$ cat config.mk
export PLATFORM = sky130hd
export DESIGN_NAME = mu_stream_pack
export DESIGN_NICKNAME = d
export VERILOG_FILES = /design/src/rtl/mu_stream_pack.sv
export SDC_FILE = /design/constraint.sdc
export NUM_CORES = 1
export LEC_CHECK = 0
export BUFFER_PORTS_ARGS = -buffer_cell sky130_fd_sc_hd__buf_4
export CAP_MARGIN = 20
export CORE_ASPECT_RATIO = 0.6
export CORE_MARGIN = 4
export CORE_UTILIZATION = 47
export DETAILED_ROUTE_END_ITERATION = 10
export PLACE_DENSITY_LB_ADDON = 0.2
export SLEW_MARGIN = 20
export SYNTH_ARGS = -nofsm -noshare
export SYNTH_HDL_FRONTEND = slang
export SYNTH_SLANG_ARGS = --single-unit
$ cat constraint.sdc
create_clock -name clk -period 1.4 [get_ports clk]
set_input_delay 0.07 -clock clk [delete_from_list [all_inputs] [get_ports clk]]
set_output_delay 0.07 -clock clk [all_outputs]
set_load 0.005 [all_outputs]
$ cat src/rtl/mu_stream_pack.sv
// Narrow-to-wide stream packer feeding the async FIFO write port.
// Collects RATIO input beats into one word; in_last closes a word early, zero-padded.
module mu_stream_pack #(
  parameter int DW_IN = 16,
  parameter int RATIO = 2
) (
  input  logic                   clk,
  input  logic                   nreset,
  input  logic [DW_IN-1:0]       in_data,
  input  logic                   in_valid,
  input  logic                   in_last,
  output logic                   in_ready,
  output logic [DW_IN*RATIO-1:0] out_data,
  output logic [RATIO-1:0]       out_keep,
  output logic                   out_last,
  output logic                   out_valid,
  input  logic                   out_ready
);

  localparam int DW_OUT = DW_IN * RATIO;
  localparam int CW     = (RATIO > 1) ? $clog2(RATIO) : 1;
  // RATIO == 1 never accumulates; one dummy lane keeps the declarations legal
  localparam int AL     = (RATIO > 1) ? RATIO - 1 : 1;

  logic [CW-1:0]            cnt;
  logic [AL-1:0][DW_IN-1:0] acc;
  logic [AL-1:0]            fill;
  logic                     accept;
  logic                     complete;
  logic [DW_OUT-1:0]        word;
  logic [RATIO-1:0]         keep;

  assign in_ready = ~out_valid | out_ready;
  assign accept   = in_valid & in_ready;
  assign complete = accept & ((int'(cnt) == RATIO - 1) | in_last);

  // Word as it would load on a completing beat: filled lanes, current beat, zero above
  always_comb begin
    word = '0;
    keep = '0;
    for (int k = 0; k < AL; k++) begin
      if (k < int'(cnt) && fill[k]) word[k*DW_IN +: DW_IN] = acc[k];
    end
    for (int k = 0; k < RATIO; k++) begin
      if (k <= int'(cnt)) keep[k] = 1'b1;
      if (k == int'(cnt)) word[k*DW_IN +: DW_IN] = in_data;
    end
  end

  always_ff @(posedge clk or negedge nreset) begin
    if (!nreset) begin
      cnt       <= '0;
      acc       <= '0;
      fill      <= '0;
      out_data  <= '0;
      out_keep  <= '0;
      out_last  <= 1'b0;
      out_valid <= 1'b0;
    end else if (complete) begin
      out_data  <= word;
      out_keep  <= keep;
      out_last  <= in_last;
      out_valid <= 1'b1;
      cnt       <= '0;
      fill      <= '0;
    end else begin
      if (accept) begin
        for (int k = 0; k < AL; k++) begin
          if (int'(cnt) == k) begin
            acc[k]  <= in_data;
            fill[k] <= 1'b1;
          end
        end
        cnt <= cnt + 1'b1;
      end
      if (out_valid & out_ready) out_valid <= 1'b0;
    end
  end

endmodule

# After elaboration in Yosys (flattened, before gate mapping)
# Cells that the tools add are included.
[totals]
register_bits = 54
inputBits = 21
[op_classes]
reduce_logical = 5
order_cmp = 2
n_mux = 11
bitwise = 8
n_addsub = 1
eq_ne = 1
[ops]
columns = ["operator", "count"]
rows = [
  ["16-bit two-way mux", 3],
  ["1-bit two-way mux", 8],
  ["2-bit nonzero test", 2],
  ["1-bit AND", 3],
  ["1-bit NOT", 3],
  ["3-bit AND reduction", 1],
  ["2-bit by 1-bit != test with 1-bit output (second input constant)", 1],
  ["1-bit OR", 2],
  ["2-bit AND reduction", 1],
  ["1-bit adder (second input constant)", 1],
  ["1-bit <= comparator (first input constant)", 1],
  ["1-bit logical AND", 1],
  ["1-bit less-than comparator (first input constant)", 1],
]

# Longest topological paths before layout
[logic_depth]
ltp_word = 6
mapped_depth = 6

# Least setup slack after synthesis
# OpenSTA, ideal clock, no wires.
[synth_timing]
path_type = "register to register"
start = "register cnt"
end = "register acc[10] (netlist name)"
stages_incl_launch_ff = 6
setup_ns = 0.125
t_arrival_ns = 1.180
synth_period_minus_slack_ns = 1.305
path_buffers = 2
required_ns = 1.275
slack_ns = 0.095
cell_sequence = "dfrtp_1 -> buf_6 -> nor2_8 -> nand3_4 -> buf_6 -> mux2_4"
[synth_between]
elab_chain_len = 4
[synth_lines]
columns = ["item", "line", "text"]
rows = [
  ["from (decl)", "25", "logic [CW-1:0] cnt;"],
  ["from (signal assigned)", "74", "cnt <= cnt + 1'b1;"],
  ["1-bit OR", "35", "assign complete = accept & ((int'(cnt) == RATIO - 1) | in_last);"],
  ["1-bit AND", "35", ""],
  ["1-bit NOT (no source line)", "-", ""],
  ["3-bit AND reduction (no source line) (*)", "-", ""],
  ["to (signal, indexed assignment)", "70", "acc[k] <= in_data;"],
  ["to (decl)", "26", "logic [AL-1:0][DW_IN-1:0] acc;"],
]
# Mark *: on every way between the ends. The rest lies on a longest branch, timed or not.
# A chain may end at the register's enable or synchronous reset.

# Final worst setup path
[layout_timing]
start = "register cnt"
end = "register out_data[6]"
[layout_between]
elab_chain_len = 4
[layout_lines]
columns = ["item", "line", "text"]
rows = [
  ["1-bit less-than comparator", "42", "if (k < int'(cnt) && fill[k]) word[k*DW_IN +: DW_IN] = acc[k];"],
  ["1-bit logical AND", "42", ""],
  ["16-bit two-way mux", "42", ""],
  ["16-bit two-way mux", "46", "if (k == int'(cnt)) word[k*DW_IN +: DW_IN] = in_data;"],
  ["to (signal assigned)", "60", "out_data <= word;"],
  ["to (decl)", "13", "output logic [DW_IN*RATIO-1:0] out_data,"],
]
# Several ways; a longest one is shown, not always the timed one.

==> impl_metrics.csv <==
group,metric,value,unit
detailed_routing,firstDrtPassIters,4,
cts,cts_sinks,54,
global_route,overflow,0,
critical_path,worstPathArrival,1.51,ns
synth,syn_inst,176,
placement,dp_hpwl,3100,um
global_route,track_usage,16.3,%
timing,setup-violations-final,0,
critical_path,path_class,"register to register",
critical_path,cp_data_required_time,1.59,ns
synth,yosys_warnings,0,
critical_path,slowest_delay,0.51,ns
placement,routabilityCongestion,0.662,
layout,final_util,65.0,%
layout,antenna_cells,0,
floorplan,coreArea,0.00471,mm^2
critical_path,end_kind,"register",
cts,clk_pin_slew_worst_paths,0.09,ns
placement,dpl.cell_count,291,
timing,finalHoldViolCount,0,
cts,htreeDepth,2,
synth,synth_area_per_cell,13.4,um^2
power,leakage,1.58,nW
detailed_routing,routed_wl,4650,um
global_route,grt_pass1_wl,8050,um
layout,nNetsFinal,271,
critical_path,path_max_fanout,11,
timing,setup_ws,0.0804,ns
synth,ys_seq_area_share,57.3,%
floorplan,ios,58,
synth,ys_ff_latch,54,
cts,cts_tree,"yes",
layout,final_common_cell,"buf_4",
critical_path,path_buf_inv,1,
detailed_routing,wl_per_cell,14.8,um
status,status,"complete, no violations",
critical_path,cp_slowest_cell,"dfrtp_1",
critical_path,crit_path_cell_trace,"buf_4 -> and2b_1 -> a21oi_1 -> mux2i_1",
floorplan,dieWidth,99.5,um
synth,ys_types,25,
cts,clock_latency,0.31,ns
timing,min_period,1.32,ns
job,maxCapViolCount,0,
hold_path,min_path_type,"primary input to register",
cts,clk_path_buf_depth,2,
global_route,grt_pass1_vias,1601,
cts,numCtsBuffers,5,
synth,synth_fp_nets,197,
power,power.density,1550,mW/mm^2
placement,io_buffers,57,
critical_path,cp_top_family,"flip-flops",
layout,layout_common_cells,"63 x buf_4, 54 x dfrtp_1, 17 x inv_1",
power,max-vdd-ir-drop,0.811,mV
critical_path,cp-start-kind,"register",
floorplan,die_h,62.9,um
global_route,grt_max_degree,55,
synth,syn-cell-area,0.00236,mm^2
detailed_routing,drt.antenna.violating_nets,0,
timing,finalCritPeriodShare,94.3,%
detailed_routing,drt-initial-drc-count,38,
cts,cts_root_buf,"clkbuf_8",
detailed_routing,drt_drc_violations_left,0,
placement,pre_cts_ws,-0.109,ns
timing,slew_headroom,56.3,%
timing,fin_skew,0.00595,ns
layout,final_cells,313,
timing,final_max_slew_viol_count,0,
layout,drive_gt1_share,37.2,%
floorplan,die_area,0.00625,mm^2
layout,areaGrowthSynthToFinish,29.7,%
floorplan,rows,19,
detailed_routing,vias_per_cell,4.82,
global_route,antenna_found_initial,0,
timing,max_freq,758,MHz
timing,rsz0062_at_grt,"false",
detailed_routing,num_vias,1508,
timing,tightest_slew,0.655,ns
floorplan,start_util,50.1,%
## cell usage after synthesis
master     n  area share (%)
a22o_1    16             5.9
nand2b_4   1            0.58
nand3_4    1            0.74
nand2_1    1            0.16
mux2_2     6             2.9
mux2i_1   16             6.8
nand2b_1   1            0.27
mux2_4    10             6.4
buf_2      1            0.21
o21ai_1    1            0.21
and2_1     2            0.53
clkbuf_1   1            0.16
buf_6      8             3.8
a21o_1     1            0.32
nand3_1    1            0.21
inv_1     17             2.7
a21oi_1   16             3.4
clkbuf_2   1            0.21
dfrtp_1   54              57
o21a_1     2            0.64
nor2_8     1            0.85
and3_4     1            0.48
nand3b_4   1            0.85
nor2b_1   13             3.4
and2b_1    3            0.95
## state kept, by name, indices dropped and copies added, names as in the netlist
signal and count:
cnt 1, out_valid 1, fill 1, out_data 32, acc 16, out_keep 2, out_last 1
## layer usage
| layer | up-vias | wire, um | GRT usage, % |
|---|---|---|---|
| met5 | - | 0 | 0 |
| met4 | 0 | 60 | 5.62 |
| met3 | 8 | 265 | 4.57 |
| met2 | 42 | 1970 | 22.9 |
| met1 | 714 | 2340 | 24.0 |
| li1 | 744 | - | - |
## path summary, 6_finish.rpt
| path | slack (ns) | end | cells after the start | start |
|---|---|---|---|---|
| max | 0.08 | out_data[6] | 4 | cnt |
| min | 0.009 | out_data[22] | 2 | in_data[6] |
| max reg2reg | 0.08 | out_data[6] | 4 | cnt |
| min reg2reg | 0.49 | out_keep[1] | 1 | out_keep[1] |
| max in group asynchronous | 0.63 | out_keep[1] | 2 | nreset |
| min in group asynchronous | 0.33 | out_data[30] | 2 | nreset |
## final cells by class
class                      count  area, um^2
inverter                      17        63.8
sequential                    54        1350
multi-input combinational     94         842
timing repair buffer          78         643
fill                         368        1650
clock inverter                 1        7.51
clock buffer                   6        72.6
tap                           63        78.8
## cells by family (layout without fill, tap and decap cells)
kind of cell,count (synthesis),in the layout,share of synthesized area [%]
AO/OA/AOI/OAI,36,36,10.5
flip-flops,54,54,57.3
AND/OR/NAND/NOR,26,26,9.07
buffers and inverters,28,102,7.11
multiplexers,32,32,16.0
## stage by stage
| step | area, um^2 | hold slack, ns | setup TNS [ns] | power, W |
|---|---|---|---|---|
| floorplan | 2360 | -0.226 | 0 | 0.00316 |
| global placement | 2820 | 0.149 | -0.408 | 0.00388 |
| detailed placement | 2820 | 0.152 | -1.06 | 0.00391 |
| CTS | 3020 | 0.000922 | 0 | 0.00477 |
| global route | 3060 | 0.00591 | 0 | 0.00507 |
| finish | 3060 | 0.00865 | 0 | 0.00473 |
## repair_timing
action | 4_1_cts | 5_1_grt
endpoints found under the setup margin | 20 | 17
pin swaps | 1 | 0
hold buffers | 12 | 1
buffers inserted | 0 | 2
endpoints found under the hold margin | 66 | 1
gates resized for setup | 1 | 1
## report_power, final
group / internal [W] / total [W] / switching (W)
Combinational: 0.000971 / 0.00156 / 0.000586
Sequential: 0.00205 / 0.00235 / 0.000296
Clock: 0.000344 / 0.000822 / 0.000479
Total: 0.00337 / 0.00473 / 0.00136
(Power assumes the default switching activity.)
